`src/rtl/regfile_wb_queue_pkg.sv`:
```
// Shared widths and types for the register-file write-back queue.
// Regfiles and the queue agree on these sizes.
package regfile_wb_queue_pkg;

    localparam int WBQ_DATA_W = 32;
    localparam int WBQ_ADDR_W = 5;
    localparam int WBQ_PTR_W  = 2;

    typedef enum logic [1:0] {
        SRC_NONE = 2'd0,
        SRC_A    = 2'd1,
        SRC_B    = 2'd2
    } wb_src_e;

endpackage

```
`src/rtl/wbq_fifo.sv`:
```
// Write-back FIFO: entry storage, pointers, occupancy count.
// Exposes every entry so the top can do the pending-write lookup.
module wbq_fifo
    import regfile_wb_queue_pkg::*;
#(
    parameter int DATA_W = WBQ_DATA_W,
    parameter int ADDR_W = WBQ_ADDR_W,
    parameter int PTR_W  = WBQ_PTR_W,
    localparam int DEPTH = 2 ** PTR_W
) (
    input  logic              clk,
    input  logic              rst,
    input  logic              push,
    input  logic [ADDR_W-1:0] push_addr,
    input  logic [DATA_W-1:0] push_data,
    input  logic              pop,
    output logic [DEPTH-1:0]  ent_valid,
    output logic [ADDR_W-1:0] ent_addr [DEPTH],
    output logic [DATA_W-1:0] ent_data [DEPTH],
    output logic [PTR_W-1:0]  rd_ptr,
    output logic [ADDR_W-1:0] head_addr,
    output logic [DATA_W-1:0] head_data,
    output logic [PTR_W:0]    count,
    output logic              full,
    output logic              empty
);

    logic [PTR_W-1:0]  wr_ptr;
    logic [ADDR_W-1:0] addr_q [DEPTH];
    logic [DATA_W-1:0] data_q [DEPTH];
    logic              push_ok;
    logic              pop_ok;

    assign full    = (count == (PTR_W+1)'(DEPTH));
    assign empty   = (count == '0);
    assign push_ok = push && !full;
    assign pop_ok  = pop && !empty;

    always_ff @(posedge clk) begin
        if (rst) begin
            wr_ptr    <= '0;
            rd_ptr    <= '0;
            count     <= '0;
            ent_valid <= '0;
        end else begin
            if (push_ok) begin
                ent_valid[wr_ptr] <= 1'b1;
                wr_ptr            <= wr_ptr + PTR_W'(1);
            end
            if (pop_ok) begin
                ent_valid[rd_ptr] <= 1'b0;
                rd_ptr            <= rd_ptr + PTR_W'(1);
            end
            unique case ({push_ok, pop_ok})
                2'b10:   count <= count + (PTR_W+1)'(1);
                2'b01:   count <= count - (PTR_W+1)'(1);
                default: count <= count;
            endcase
        end
    end

    // Payload needs no reset: the valid bits and count gate every use.
    always_ff @(posedge clk) begin
        if (push_ok) begin
            addr_q[wr_ptr] <= push_addr;
            data_q[wr_ptr] <= push_data;
        end
    end

    always_comb begin
        for (int i = 0; i < DEPTH; i++) begin
            ent_addr[i] = addr_q[i];
            ent_data[i] = data_q[i];
        end
    end

    assign head_addr = empty ? '0 : addr_q[rd_ptr];
    assign head_data = empty ? '0 : data_q[rd_ptr];

endmodule

```
`src/rtl/regfile_wb_queue.sv`:
```
// Write-back queue in front of the Regfiles write port.
// Arbitrates two producers, drains one write per cycle, offers bypass lookup.
module regfile_wb_queue
    import regfile_wb_queue_pkg::*;
#(
    parameter int DATA_W = WBQ_DATA_W,
    parameter int ADDR_W = WBQ_ADDR_W,
    parameter int PTR_W  = WBQ_PTR_W
) (
    input  logic              clk,
    input  logic              rst,
    input  logic              a_valid,
    output logic              a_ready,
    input  logic [ADDR_W-1:0] a_addr,
    input  logic [DATA_W-1:0] a_data,
    input  logic              b_valid,
    output logic              b_ready,
    input  logic [ADDR_W-1:0] b_addr,
    input  logic [DATA_W-1:0] b_data,
    input  logic              hold,
    output logic              rf_we,
    output logic [ADDR_W-1:0] rf_waddr,
    output logic [DATA_W-1:0] rf_wdata,
    input  logic [ADDR_W-1:0] lk_addr,
    output logic              pend_hit,
    output logic [DATA_W-1:0] pend_data,
    output logic [PTR_W:0]    count,
    output logic              empty,
    output logic              full
);

    localparam int DEPTH = 2 ** PTR_W;

    wb_src_e           src;
    logic              push;
    logic [ADDR_W-1:0] push_addr;
    logic [DATA_W-1:0] push_data;
    logic [DEPTH-1:0]  ent_valid;
    logic [ADDR_W-1:0] ent_addr [DEPTH];
    logic [DATA_W-1:0] ent_data [DEPTH];
    logic [PTR_W-1:0]  rd_ptr;

    // Ready never looks at a same-cycle pop, so a full queue stalls both.
    assign a_ready = !rst && !full;
    assign b_ready = !rst && !full && !a_valid;

    always_comb begin
        src = SRC_NONE;
        unique case (1'b1)
            (a_valid && a_ready): src = SRC_A;
            (b_valid && b_ready): src = SRC_B;
            default:              src = SRC_NONE;
        endcase
    end

    always_comb begin
        push      = 1'b0;
        push_addr = '0;
        push_data = '0;
        unique case (src)
            SRC_A: begin
                push      = 1'b1;
                push_addr = a_addr;
                push_data = a_data;
            end
            SRC_B: begin
                push      = 1'b1;
                push_addr = b_addr;
                push_data = b_data;
            end
            default: begin
                push      = 1'b0;
                push_addr = '0;
                push_data = '0;
            end
        endcase
    end

    assign rf_we = !empty && !hold && !rst;

    wbq_fifo #(
        .DATA_W(DATA_W),
        .ADDR_W(ADDR_W),
        .PTR_W (PTR_W)
    ) u_fifo (
        .clk      (clk),
        .rst      (rst),
        .push     (push),
        .push_addr(push_addr),
        .push_data(push_data),
        .pop      (rf_we),
        .ent_valid(ent_valid),
        .ent_addr (ent_addr),
        .ent_data (ent_data),
        .rd_ptr   (rd_ptr),
        .head_addr(rf_waddr),
        .head_data(rf_wdata),
        .count    (count),
        .full     (full),
        .empty    (empty)
    );

    // Walk oldest to youngest from the head; the last match wins.
    always_comb begin
        logic [PTR_W-1:0] idx;
        pend_hit  = 1'b0;
        pend_data = '0;
        idx       = '0;
        for (int i = 0; i < DEPTH; i++) begin
            idx = rd_ptr + PTR_W'(i);
            if (ent_valid[idx] && (ent_addr[idx] == lk_addr)) begin
                pend_hit  = 1'b1;
                pend_data = ent_data[idx];
            end
        end
    end

endmodule
```
`config.mk`:
```
export PLATFORM = sky130hd
export DESIGN_NAME = regfile_wb_queue
export DESIGN_NICKNAME = d
export VERILOG_FILES = /design/src/rtl/regfile_wb_queue_pkg.sv /design/src/rtl/wbq_fifo.sv /design/src/rtl/regfile_wb_queue.sv
export SDC_FILE = /design/constraint.sdc
export NUM_CORES = 1
export LEC_CHECK = 0
export BUFFER_PORTS_ARGS = -buffer_cell sky130_fd_sc_hd__buf_2
export CORE_MARGIN = 3
export CORE_UTILIZATION = 56
export DETAILED_ROUTE_END_ITERATION = 10
export PLACE_DENSITY = 0.78
export SLEW_MARGIN = 20
export SYNTH_ARGS = -nofsm -noshare
export SYNTH_HDL_FRONTEND = slang
export SYNTH_SLANG_ARGS = --single-unit
```
`constraint.sdc`:
```
create_clock -name clk -period 8.45 [get_ports clk]
set_input_delay 0.4225 -clock clk [delete_from_list [all_inputs] [get_ports clk]]
set_output_delay 0.4225 -clock clk [all_outputs]
set_load 0.005 [all_outputs]
```
==> impl_results.md <==
* Clock power share at 0.329
* Avg Inst Size Synth at 11.1 um^2
* Startpoint Class: flop
* Clk_lat worst skew at 0.42 ns
* Filler cells at 1535
* Starting Density at 0.575
* Most frequent cells in the layout: buf_2, edfxtp_1, nand2_1
* Final Util at 0.659
* Sequential share of power at 0.361
* Global route overflow at 0
* Psw at 0.846 mW
* Final ANT Viol Nets at 0
* Min Clock Period, post-route at 5.51 ns
* Seq cells post-synth at 161
* H-tree depth at 4
* Clk buf depth at 2
* Detailed Routing Iterations Pass 1 at 8
* Die ar. at 21900 um^2
* Mapped Cells at 1016
* Synth Flop Type: edfxtp_1
* Post-route DRC violation count at 0
* Ports at 162
* GPL Wtd Cong at 0.851
* Gr usage total at 0.287
* Yosys cell types at 41
* Area grow syn2layout at 14.6%
* Synth Warn # at 0
* Area of the multi-input gates at 6230 um^2
* Nets@finish at 1202
* Crit. End Element: output pin
* MaxCap Viol Count at 0
* Vias in the first global route at 9175
* Reg2Reg Setup Slack at 4.72 ns
* I/O Buffers at 161
* Min-delay worst type: in -> reg
* Comb pwr share at 0.310
* LEAKAGE at 4.55 nW
* Vias at 9427
* Worst relative slew slack at 0.237
* FF+latch area at 4710 um^2
* Crit path kind: reg -> out
* Reg2Reg Depth at 13
* Worst VDD drop at 0.148 mV
* CP startpoint: u_fifo.rd_ptr[0]
* Largest net degree at the start of global routing at 132
* Die width at 148 um
* Endpoints failing setup at 0
* Fmax achieved at 181 MHz
* Commonest non-fill, non-tap cell in the layout: buf_2
* Final setup skew at 0.00762 ns
* Reg2reg start: u_fifo.count[0]
* Worst-Margin Slew at 1.14 ns
* Initial DRC Count at 1122
* Die Y at 148 um
* Post-synth ARST share at 0
* Status: finished clean
* Unrepaired setup endpoints after global routing: no
* Setup_tns at 0 ns
* TritonCTS clock tree: done
* Fin crit share at 0.652
* Post-synth net total at 1112
* FP Rows at 51
* Detailed placement HPWL at 18.8 mm
* Clock root cell: clkbuf_16
* Initial antenna violation count at 0
* Ant. Diodes at 0
* CP Capture Point: pend_data[8]
* Total setup buffers inserted after CTS at 0
* Crit path arrival time at 5.09 ns
* PwrDens at 209 nW/um^2
* First-pass GRT wire length at 49.9 mm
* WL final at 32.0 mm
* Pint at 1.86 mW
* EDFF count, synth at 148
* Max-slew violations at 0
* Register area share after synthesis at 0.416
* Required @ worst endpoint at 8.03 ns
* Crit-path max FO at 83
* Final Hold Fails at 0
* CTS Sinks at 161
* DR vias/cell at 6.81
* Area of the core at 19700 um^2
* Worst-path clk slew at 0.06 ns
* Hold-fix buffers, CTS at 0
* Switching Share at 0.313
* TritonCTS Buffers at 17
* Cts repair resizes at 0
* Post-Syn Area at 11300 um^2
* Fraction of layout cells with a size suffix above 1 at 0.308
* DR WL/cell at 23.1 um
* Critical R2R Capture: u_fifo.count[2]
==> metal layers <==
metal  GRT usage  routed length (um)
met1       0.384               12600
met2       0.482               15800
met3      0.0387                2780
met4       0.106                 841
met5           0                   0
==> logic make-up after synthesis <==
group / after synthesis / share of synthesized area
adder cells (fa/ha/maj): 12 / 0.0139
AND/OR/NAND/NOR: 250 / 0.0981
AO/OA/AOI/OAI: 255 / 0.176
buffers and inverters: 121 / 0.0436
flip-flops: 161 / 0.416
multiplexers: 190 / 0.231
XOR/XNOR: 27 / 0.0209
==> cells in the mapped netlist (2+ instances only) <==
cell type | instances | area (um^2)
buf_1 | 20 | 75.1
mux4_2 | 50 | 1130
nor2_1 | 53 | 199
nand4_1 | 2 | 12.5
nor2b_1 | 40 | 250
clkbuf_1 | 65 | 244
buf_2 | 22 | 110
a211oi_1 | 4 | 30.0
nor3_1 | 4 | 20.0
a32oi_1 | 5 | 43.8
nand2_1 | 134 | 503
or3_1 | 2 | 12.5
inv_1 | 11 | 41.3
o2111ai_1 | 32 | 280
and2_1 | 11 | 68.8
xnor2_1 | 20 | 175
edfxtp_1 | 148 | 4440
a21oi_1 | 7 | 35.0
a221oi_1 | 31 | 272
dfxtp_1 | 13 | 260
a22oi_1 | 69 | 518
mux2_2 | 66 | 743
o32ai_1 | 64 | 561
xor2_1 | 7 | 61.3
ha_1 | 11 | 138
mux2i_1 | 74 | 741
o21ai_0 | 37 | 185
==> critical path: stages, from the launching register on <==
cell and delay (ns):
dfxtp_4 0.65, buf_4 0.64, buf_6 0.75, nor2b_1 0.17
a22oi_2 0.22, buf_4 0.45, mux2i_1 0.20, a32oi_4 0.53
buf_4 0.40, o2111ai_1 0.16, a22oi_1 0.27, buf_2 0.17
==> power groups by stage <==
stage | clock [mW] | combinational, mW | sequential [mW]
global placement | 0 | 0.806 | 0.988
CTS | 0.894 | 0.830 | 0.976
floorplan | 0 | 0.616 | 0.951
detailed placement | 0 | 0.819 | 0.992
finish | 0.890 | 0.837 | 0.975
global route | 0.924 | 0.906 | 0.983
==> final cells by class <==
cell class,count,area share
inverters,12,0.00367
clock inverters,10,0.0179
clock buffers,22,0.0343
well taps,265,0.0256
repair buffers,180,0.0738
flip-flops and latches,161,0.364
multi-input cells,734,0.481
==> registers in the layout (all words and copies together) (netlist names), named ones only <==
register          count
u_fifo.count          3
u_fifo.ent_valid      4
u_fifo.rd_ptr         2
u_fifo.data_q       128
u_fifo.wr_ptr         2
u_fifo.addr_q        20
==> per-stage QoR <==
stage	hold WS (ns)	instance area [um^2]	total power, mW	worst slack [ns]	cells
global placement	0.504	12300	1.79	3.28	1352
finish	0.366	13000	2.70	2.94	1384
CTS	0.357	12900	2.70	2.69	1384
global route	0.393	13000	2.81	2.64	1384
detailed placement	0.528	12300	1.81	3.16	1352
floorplan	0.482	11300	1.57	4.26	1016
==> how the worst min path moves through the flow <==
stage                                     end  slack, ns                start  cells after the start
after global placement    u_fifo.ent_valid[3]       0.50  u_fifo.ent_valid[3]                      2
after floorplan           u_fifo.ent_valid[1]       0.48  u_fifo.ent_valid[1]                      2
after global routing          u_fifo.count[1]       0.39                  rst                      2
after CTS                     u_fifo.count[0]       0.36                  rst                      2
after detailed placement  u_fifo.ent_valid[3]       0.53  u_fifo.ent_valid[3]                      2
final                         u_fifo.count[1]       0.37                  rst                      2
Power figures use the tool's default switching activity.
